[src/rtl/imem_arbiter.sv]
// Two-requester arbiter for the single-port instruction RAM: fetch (read-only)
// and loader/debug (read/write), one grant per cycle, 1-cycle read latency.
module imem_arbiter #(
  parameter int ADDR_W     = 8,
  parameter int STARVE_MAX = 4
) (
  input  logic              clk,
  input  logic              reset,
  input  logic              f_req_valid,
  input  logic [31:0]       f_req_addr,
  output logic              f_req_ready,
  input  logic              f_flush,
  output logic              f_rsp_valid,
  output logic [31:0]       f_rsp_data,
  input  logic              l_req_valid,
  input  logic              l_req_we,
  input  logic [31:0]       l_req_addr,
  input  logic [31:0]       l_req_wdata,
  output logic              l_req_ready,
  output logic              l_rsp_valid,
  output logic [31:0]       l_rsp_data,
  output logic              mem_en,
  output logic              mem_we,
  output logic [ADDR_W-1:0] mem_addr,
  output logic [31:0]       mem_wdata,
  input  logic [31:0]       mem_rdata
);

  logic [3:0] starve_cnt;
  logic       f_pend;
  logic       l_pend;
  logic       f_starved;
  logic       l_gnt;
  logic       f_gnt;

  // Byte offset and bits above the word index are dropped so addresses wrap.
  logic unused_addr_bits;
  assign unused_addr_bits = ^{f_req_addr[31:ADDR_W+2], f_req_addr[1:0],
                              l_req_addr[31:ADDR_W+2], l_req_addr[1:0]};

  // Grants are held off during reset so nothing accepted there is lost.
  always_comb begin
    f_starved = f_req_valid && (starve_cnt == 4'(STARVE_MAX));
    l_gnt     = !reset && l_req_valid && !f_starved;
    f_gnt     = !reset && f_req_valid && !l_gnt;
  end

  assign f_req_ready = f_gnt;
  assign l_req_ready = l_gnt;

  always_comb begin
    mem_en    = 1'b0;
    mem_we    = 1'b0;
    mem_addr  = '0;
    mem_wdata = '0;
    if (l_gnt) begin
      mem_en    = 1'b1;
      mem_we    = l_req_we;
      mem_addr  = l_req_addr[ADDR_W+1:2];
      mem_wdata = l_req_wdata;
    end else if (f_gnt) begin
      mem_en    = 1'b1;
      mem_addr  = f_req_addr[ADDR_W+1:2];
    end
  end

  // ---- request / response boundary: owner flags for the cycle-later rdata ----
  always_ff @(posedge clk) begin
    if (reset) begin
      f_pend     <= 1'b0;
      l_pend     <= 1'b0;
      starve_cnt <= '0;
    end else begin
      f_pend <= f_gnt;
      l_pend <= l_gnt && !l_req_we;
      if (!f_req_valid || f_gnt)
        starve_cnt <= '0;
      else if (starve_cnt != 4'(STARVE_MAX))
        starve_cnt <= starve_cnt + 4'd1;
    end
  end

  // A same-cycle flush kills only the older response; the redirect target
  // fetch accepted alongside it returns normally next cycle.
  always_comb begin
    f_rsp_valid = f_pend && !f_flush && !reset;
    l_rsp_valid = l_pend && !reset;
    f_rsp_data  = f_rsp_valid ? mem_rdata : 32'h0;
    l_rsp_data  = l_rsp_valid ? mem_rdata : 32'h0;
  end

endmodule

[config.mk]
export PLATFORM = sky130hd
export DESIGN_NAME = imem_arbiter
export DESIGN_NICKNAME = d
export VERILOG_FILES = /design/src/rtl/imem_arbiter.sv
export SDC_FILE = /design/constraint.sdc
export NUM_CORES = 1
export LEC_CHECK = 0
export CAP_MARGIN = 40
export CORE_AREA = 2 2 94 96
export CTS_CLUSTER_DIAMETER = 150
export DETAILED_ROUTE_END_ITERATION = 6
export DIE_AREA = 0 0 96 98
export GPL_TIMING_DRIVEN = 0
export MAX_ROUTING_LAYER = met4
export PLACE_DENSITY = 0.65
export SLEW_MARGIN = 20
export SYNTH_ARGS = -nofsm -noshare
export SYNTH_HDL_FRONTEND = slang
export SYNTH_SLANG_ARGS = --single-unit
[constraint.sdc]
create_clock -name clk -period 2.7 [get_ports clk]
set_input_delay 0.54 -clock clk [delete_from_list [all_inputs] [get_ports clk]]
set_output_delay 0.54 -clock clk [all_outputs]
set_load 0.02 [all_outputs]
[Yosys cells after proc, flatten, opt, wreduce, memory -nomap -nowiden]
Index checks and enable logic that the tools add are counted.
Operators by class
  equality and inequality tests: 2
  add/subtract/negate cells: 1
  multiplexer cells: 8
  reductions and logical operators: 17
Operator list (number)
  two-way mux 32 bit: 3
  two-way mux 8 bit: 2
  logical AND 1 bit: 9
  logical NOT 1 bit: 6
  adder 4 x 1 -> 4 bit (second input constant): 1
  equality test 4 x 3 -> 1 bit (second input constant): 1
  inequality test 4 x 3 -> 1 bit (second input constant): 1
  two-way mux 1 bit: 3
  OR reduction 2 bit: 1
  logical OR 1 bit: 1
Word-level totals
  input bits: 134
  register bits: 6
  output and inout port bits: 110
  logic and storage cells: 31

[Depth between registers and ports, before layout]
Gate-level depths: netlist of the first run.
  depth in word-level cells: 8
  depth in mapped cells: 5
  gate-level depth less buffers: 5

[Least setup slack after synthesis of the first run]
OpenSTA, ideal clock, no wires.
  kind: register -> output
  from: register starve_cnt[0]
  to: output mem_addr[0]
  arrival time: 1.487 ns
  data required time: 2.160 ns
  stages on the path, launching flop included: 6
  slack: 0.673 ns
  path buffers: 0
  cells stage by stage: dfxtp_1 -> inv_1 -> ha_1 -> nand3b_1 -> a21oi_2 -> a22o_1
Between the ends
  cells in the longest elaborated chain, start to end: 8
Ends and longest elaborated chain
  from (decl): line 29  | logic [3:0] starve_cnt;
  from (signal assigned): line 79  | starve_cnt <= starve_cnt + 4'd1;
  equality test 4 x 3 -> 1 bit: line 43  | f_starved = f_req_valid && (starve_cnt == 4'(STARVE_MAX));
  logical AND 1 bit: line 43
  logical NOT 1 bit: line 44  | l_gnt = !reset && l_req_valid && !f_starved;
  logical AND 1 bit: line 44
  logical NOT 1 bit: line 45  | f_gnt = !reset && f_req_valid && !l_gnt;
  logical AND 1 bit: line 45
  via f_req_ready: line 11  | output logic f_req_ready,
  two-way mux 8 bit: line 61  | end else if (f_gnt) begin
  two-way mux 8 bit: line 56  | if (l_gnt) begin
  to (decl): line 24  | output logic [ADDR_W-1:0] mem_addr,
The timed path passes the listed nets, and every way through them passes these cells.

[Worst setup path in the final report of the first run]
  from: input reset
  to: output l_rsp_data[12]
Between the ends
  cells in the longest elaborated chain, start to end: 3
Ends and longest elaborated chain
  from (decl): line 8  | input logic reset,
  logical NOT 1 bit: line 87  | l_rsp_valid = l_pend && !reset;
  logical AND 1 bit: line 87
  two-way mux 32 bit: line 89  | l_rsp_data = l_rsp_valid ? mem_rdata : 32'h0;
  to (decl): line 21  | output logic [31:0] l_rsp_data,
No other way between the ends.

==> metrics.md, run 1 <==
| Metric | Value |
|---|---|
| Status | `complete, no violations` |
| Io pins | `244` |
| CTS Hold Buffers Added | `0` |
| Syn Nets | `285` |
| Clk network pwr share | `0.254` |
| Final min period | `2.603 ns` |
| Crit start category | `input port` |
| CTS tree | `yes` |
| GRT Residual Overflow | `0` |
| P_leak | `0.001505 uW` |
| Final worst path period share | `0.9642` |
| Largest net degree at the start of global routing | `11` |
| Die Ht | `98 um` |
| CP top delay family | `buffers and inverters` |
| Synthesized flop and latch total | `6` |
| Pwr Total | `530.9 uW` |
| Worst-path clk slew | `0.04 ns` |
| Worst endpoint required time | `2.16 ns` |
| EDFF count, synth | `0` |
| Seq pwr share | `0.174` |
| Initial Utilization | `0.1225` |
| Max cap viols | `0` |
| RSZ-0062 raised after global routing | `no` |
| Logic pwr share | `0.572` |
| Via count | `1,755` |
| Cell row count | `34` |
| Worst-Skew Late Latency | `0.22 ns` |
| Clock Path Buffers | `2` |
| Crit-path max cell delay | `0.61 ns` |
| Fin Setup TNS | `0 ns` |
| NetSw | `161.1 uW` |
| Mapped Area | `1037 sq um` |
| Wirelength, routed | `5024 um` |
| CP cell instances | `dlygate4sd2_1 -> nor2b_4 -> clkbuf_2 -> and2_1 -> clkdlybuf4s50_1` |
| Core area | `8466 sq um` |
| Internal | `369.8 uW` |
| Crit path kind | `input port to primary output` |
| Initial DRT Pass Iterations | `4` |
| Area contributors post-synth | `and2_1 (59%), dfxtp_1 (12%), a22o_1 (6.8%), a41oi_4 (2.7%), nor2_1 (2.5%)` |
| Rel. slew slack | `0.7816` |
| Routed Antenna Nets | `0` |
| Critical Path End Type | `primary output` |
| Number of global-route vias before repair | `1,674` |
| Asr flop ratio synth | `0` |
| Syn_area_per_cell | `6.961 sq um` |
| Pins Over Slew Limit | `0` |
| Ant. Diodes | `0` |
| Final setup viols | `0` |
| Synth warn | `0` |
| Iteration-0 DRC Markers | `25` |
| Primary FF master, synth | `dfxtp_1` |
| Pwr/cell area | `173.7 nW/um^2` |
| Detailed placement HPWL | `4588 um` |
| Worst-margin pin slew | `0.3276 ns` |
| Synthesized instance count | `149` |
| Worst Hold Class | `flop to flop` |
| Chip width | `96 um` |
| CP Buf/Inv Count | `3` |
| Synth unique cells | `23` |
| Layout cells sized above 1 | `0.1473` |
| Fin. Hold Viols | `0` |
| Mean number of vias per cell | `3.807` |
| CTS root buffer | `clkbuf_8` |
| Synth area leader | `and2_1` |
| Clk_skew | `0.001720 ns` |
| Initial antenna violation count | `0` |
| Top-count cell post-synth | `and2_1` |
| GR Util All Layers | `0.1019` |
| Layout area overhead | `194.6%` |
| # DRC | `0` |
| Filler instances | `911` |
| Sw Share | `0.3034` |
| Most frequent cells after synthesis | `and2_1 (97), a22o_1 (8), nor2_1 (7), dfxtp_1 (6), clkbuf_1 (5)` |
| R2r setup slk | `1.21 ns` |
| Sink Count | `6` |
| Global-route wire length before repair | `7479 um` |
| Arrival time worst endpoint | `2.06 ns` |
| Total CTS buffers | `3` |
| H-tree Lvls | `1` |
| Max VDD drop | `84.36 uV` |
| Max Freq | `384.1 MHz` |
| Number of port buffers | `195` |
| Critical path's slowest cell | `clkdlybuf4s50_1` |
| Gp weighted congestion | `0.7056` |
| Area share of the largest cell type after synthesis | `0.5850` |
| Die ar. | `9408 sq um` |
| Final net count | `491` |
| Worst-path fanout max | `10` |
| Avg WL per Cell | `10.90 um` |
| Seq/Total Area, Yosys | `0.1158` |
[routing by layer]
metal	share of wire	GRT usage	vias to the layer above
li1	-	-	876
met5	0	-	-
met3	0.13	0.02315	4
met4	0.011	0.03297	0
met1	0.36	0.1032	741
met2	0.50	0.1886	134
[cells by family after synthesis]
family | after synthesis | share of synthesized area
AOI/OAI and AO/OA | 12 | 0.1122
muxes | 1 | 0.009651
buffers and inverters | 14 | 0.06151
DFF | 6 | 0.1158
adders and majority gates | 2 | 0.02412
and+or+nand+nor | 114 | 0.6767
[metrics by stage]
stage / utilization / cell area (sq um) / setup WS, ns / hold WS [ns] / cells
3_5_place_dp: 0.3691 / 3124 / -0.4796 / 0.4594 / 452
4_1_cts: 0.3733 / 3161 / 0.001238 / 0.4683 / 461
5_1_grt: 0.3609 / 3055 / 0.003516 / 0.5079 / 461
6_report: 0.3609 / 3055 / 0.09663 / 0.4574 / 461
3_3_place_gp: 0.3691 / 3124 / -0.4721 / 0.4405 / 452
2_1_floorplan: - / 1037 / 0.6728 / 0.4297 / 149
[sequential cells by signal (all words and copies together), names as in the netlist]
signal and flops:
f_pend 1, l_pend 1, starve_cnt 4
[path summary, 6_finish.rpt]
kind | from | end | depth (start not counted)
hold / removal | starve_cnt[0] | starve_cnt[0] | 1
setup reg to reg | starve_cnt[0] | l_pend | 6
setup / recovery | reset | l_rsp_data[12] | 5
hold reg to reg | starve_cnt[0] | starve_cnt[0] | 1
[power groups by stage]
stage               registers [uW]  clock network [uW]  logic, uW
global placement              93.3                   0        326
finish                        92.2                 135        304
global route                  92.5                 146        326
floorplan                     93.2                   0        108
CTS                           92.2                 140        313
detailed placement            93.4                   0        328
[area by class of cell]
cell class	instances	area (sq um)	share of cell area
inverters	4	15.01	0.004914
clock buffers	3	41.29	0.01351
flip-flops and latches	6	120.1	0.03931
multi-input cells	129	874.6	0.2862
plain buffers	10	67.56	0.02211
well taps	108	135.1	0.04423
repair buffers	201	1802	0.5897
[cells in the final DEF (no fill, tap or decap), drive strengths merged]
cell type        n
a21oi            3
a22o             8
a41oi            1
and2            97
and2b            1
buf              9
clkbuf          39
clkdlybuf4s15    2
clkdlybuf4s50  118
dfxtp            6
dlygate4sd2     44
dlymetal6s2s     2
ha               2
inv              4
mux2i            1
nand2            1
nand2b           2
nand3            1
nand3b           1
nand4b           1
nor2             7
nor2b            1
nor3             1
nor3b            1
[timing repair]
action	CTS	global route
endpoints found under the setup margin	109	33
resized for setup	92	59
pin swaps	1	0
endpoints found under the hold margin	0	0
buffers inserted	6	0
Power figures use the tool's default switching activity.
==> run 2, diff against run 1 <==
--- a/config.mk
+++ b/config.mk
@@ -12,7 +12,6 @@
 export DIE_AREA = 0 0 96 98
 export GPL_TIMING_DRIVEN = 0
 export MAX_ROUTING_LAYER = met4
-export PLACE_DENSITY = 0.65
 export SLEW_MARGIN = 20
 export SYNTH_ARGS = -nofsm -noshare
 export SYNTH_HDL_FRONTEND = slang
==> run 2 against run 1 <==
Die area unchanged. Non-clock buffer count is the same. Final area grew 2.7%. Sequential power is essentially flat. Total power up 0.57%. Global-route usage increased by 0.45 points. Clock power barely moved. Sequential cell count stayed put. Critical path depth up 1. Critical endpoint is now mem_wdata[0]. Largest power group unchanged.
==> metrics.md, run 2 (same netlist as run 1, synthesis figures left out) <==
| Metric | Value |
|---|---|
| Status | `complete, no violations` |
| H-tree Lvls | `1` |
| Wirelength, routed | `5271 um` |
| Max VDD drop | `79.94 uV` |
| Critical Path End Type | `primary output` |
| Cell row count | `34` |
| Worst-margin pin slew | `0.3183 ns` |
| Filler instances | `906` |
| GRT Residual Overflow | `0` |
| Logic pwr share | `0.573` |
| Most frequent cells in the layout | `clkdlybuf4s50_1 (115), and2_1 (97), dlygate4sd2_1 (70)` |
| Core area | `8466 sq um` |
| Final worst slack | `0.07784 ns` |
| RSZ-0062 raised after global routing | `no` |
| Final min period | `2.622 ns` |
| Pwr/cell area | `170.1 nW/um^2` |
| Total CTS buffers | `3` |
| Io pins | `244` |
| Global-route wire length before repair | `7645 um` |
| Most common cell after layout, fill and taps aside | `clkdlybuf4s50_1` |
| Clock Path Buffers | `2` |
| Sw Share | `0.3037` |
| Fin Setup TNS | `0 ns` |
| CTS Hold Buffers Added | `0` |
| Worst-Skew Late Latency | `0.22 ns` |
| Internal | `371.7 uW` |
| Number of port buffers | `195` |
| Final worst path period share | `0.9712` |
| Pins Over Slew Limit | `0` |
| Worst Hold Class | `flop to flop` |
| Initial antenna violation count | `0` |
| Sink Count | `6` |
| CTS root buffer | `clkbuf_8` |
| P_leak | `0.001597 uW` |
| NetSw | `162.1 uW` |
| Clk network pwr share | `0.254` |
| Die ar. | `9408 sq um` |
| Largest reg by FF count | `starve_cnt` |
| Top flop regs | `starve_cnt x4, f_pend x1, l_pend x1` |
| Worst-path clk slew | `0.04 ns` |
| CTS tree | `yes` |
| Number of global-route vias before repair | `1,650` |
| Post-place setup slack | `-0.5620 ns` |
| Crit path kind | `input port to primary output` |
| Placed Cells | `452` |
| Final net count | `491` |
| Ant. Diodes | `0` |
| GR Util All Layers | `0.1065` |
| Gp weighted congestion | `0.7603` |
| Crit start category | `input port` |
| Routed Antenna Nets | `0` |
| Largest net degree at the start of global routing | `11` |
| Finished Layout Cells | `461` |
| Worst-path fanout max | `10` |
| Via count | `1,761` |
| Final setup viols | `0` |
| Die Ht | `98 um` |
| Rel. slew slack | `0.7878` |
| Max reg flops | `4` |
| Initial DRT Pass Iterations | `4` |
| Avg WL per Cell | `11.43 um` |
| Finished Cell Area | `3138 sq um` |
| Seq pwr share | `0.173` |
| Post-DP Area | `3124 sq um` |
| Detailed placement HPWL | `4691 um` |
| Initial Utilization | `0.1225` |
| Arrival time worst endpoint | `2.08 ns` |
| Iteration-0 DRC Markers | `35` |
| Chip width | `96 um` |
| Layout cells sized above 1 | `0.08215` |
| Max cap viols | `0` |
| Clk_skew | `0.0001100 ns` |
| Worst endpoint required time | `2.16 ns` |
| # DRC | `0` |
| Layout area overhead | `202.5%` |
| Core Util, Final | `0.3707` |
| Max Freq | `381.4 MHz` |
| Mean number of vias per cell | `3.820` |
| Fin. Hold Viols | `0` |
## run 2: metrics by stage
stage / hold WS (ns) / power (uW)
floorplan: 0.4297 / 200.8
global placement: 0.4434 / 420.1
detailed placement: 0.4850 / 421.4
CTS: 0.4924 / 544.1
global route: 0.5057 / 564.3
finish: 0.4851 / 533.9
## run 2: cell type report
class	count	area, sq um	share of cell area
repair buffers	201	1887	0.6013
multi-input cells	129	874.6	0.2787
well taps	108	135.1	0.04306
flip-flops and latches	6	120.1	0.03828
plain buffers	10	65.06	0.02073
clock buffers	3	41.29	0.01316
inverters	4	15.01	0.004785
## run 2: worst paths after layout
check	cells after the start	slack (ns)	start	to
worst max-delay path	6	0.08	reset	mem_wdata[0]
worst min-delay path	1	0.49	starve_cnt[0]	starve_cnt[0]
worst max register to register	5	1.28	starve_cnt[0]	l_pend
worst min register to register	1	0.49	starve_cnt[0]	starve_cnt[0]
## run 2: critical path, stage by stage
cell           delay [ns]
dlygate4sd2_1        0.33
nand2b_1             0.22
a41oi_4              0.26
clkbuf_4             0.23
and2_1               0.16
dlygate4sd2_1        0.34
## run 2: what timing repair did
item                       4_1_cts  5_1_grt
setup buffers                    5        1
cloned                           0        0
setup endpoints to repair      109       40
gates resized for setup         88       21
pin swaps                        2        0
## run 2: layer usage
metal  wire length (um)  track usage  vias to the layer above
li1                   -            -                      881
met1               1812       0.1014                      746
met4                 76      0.03956                        0
met3                690      0.02701                        4
met2               2692       0.1998                      130
met5                  0            -                        -
## run 2: power by group through the flow
stage / clock network (uW) / registers, uW / logic, uW
2_1_floorplan: 0 / 93.2 / 108
6_report: 136 / 92.3 / 306
4_1_cts: 141 / 92.2 / 311
3_5_place_dp: 0 / 93.5 / 328
5_1_grt: 144 / 92.4 / 328
3_3_place_gp: 0 / 93.3 / 327
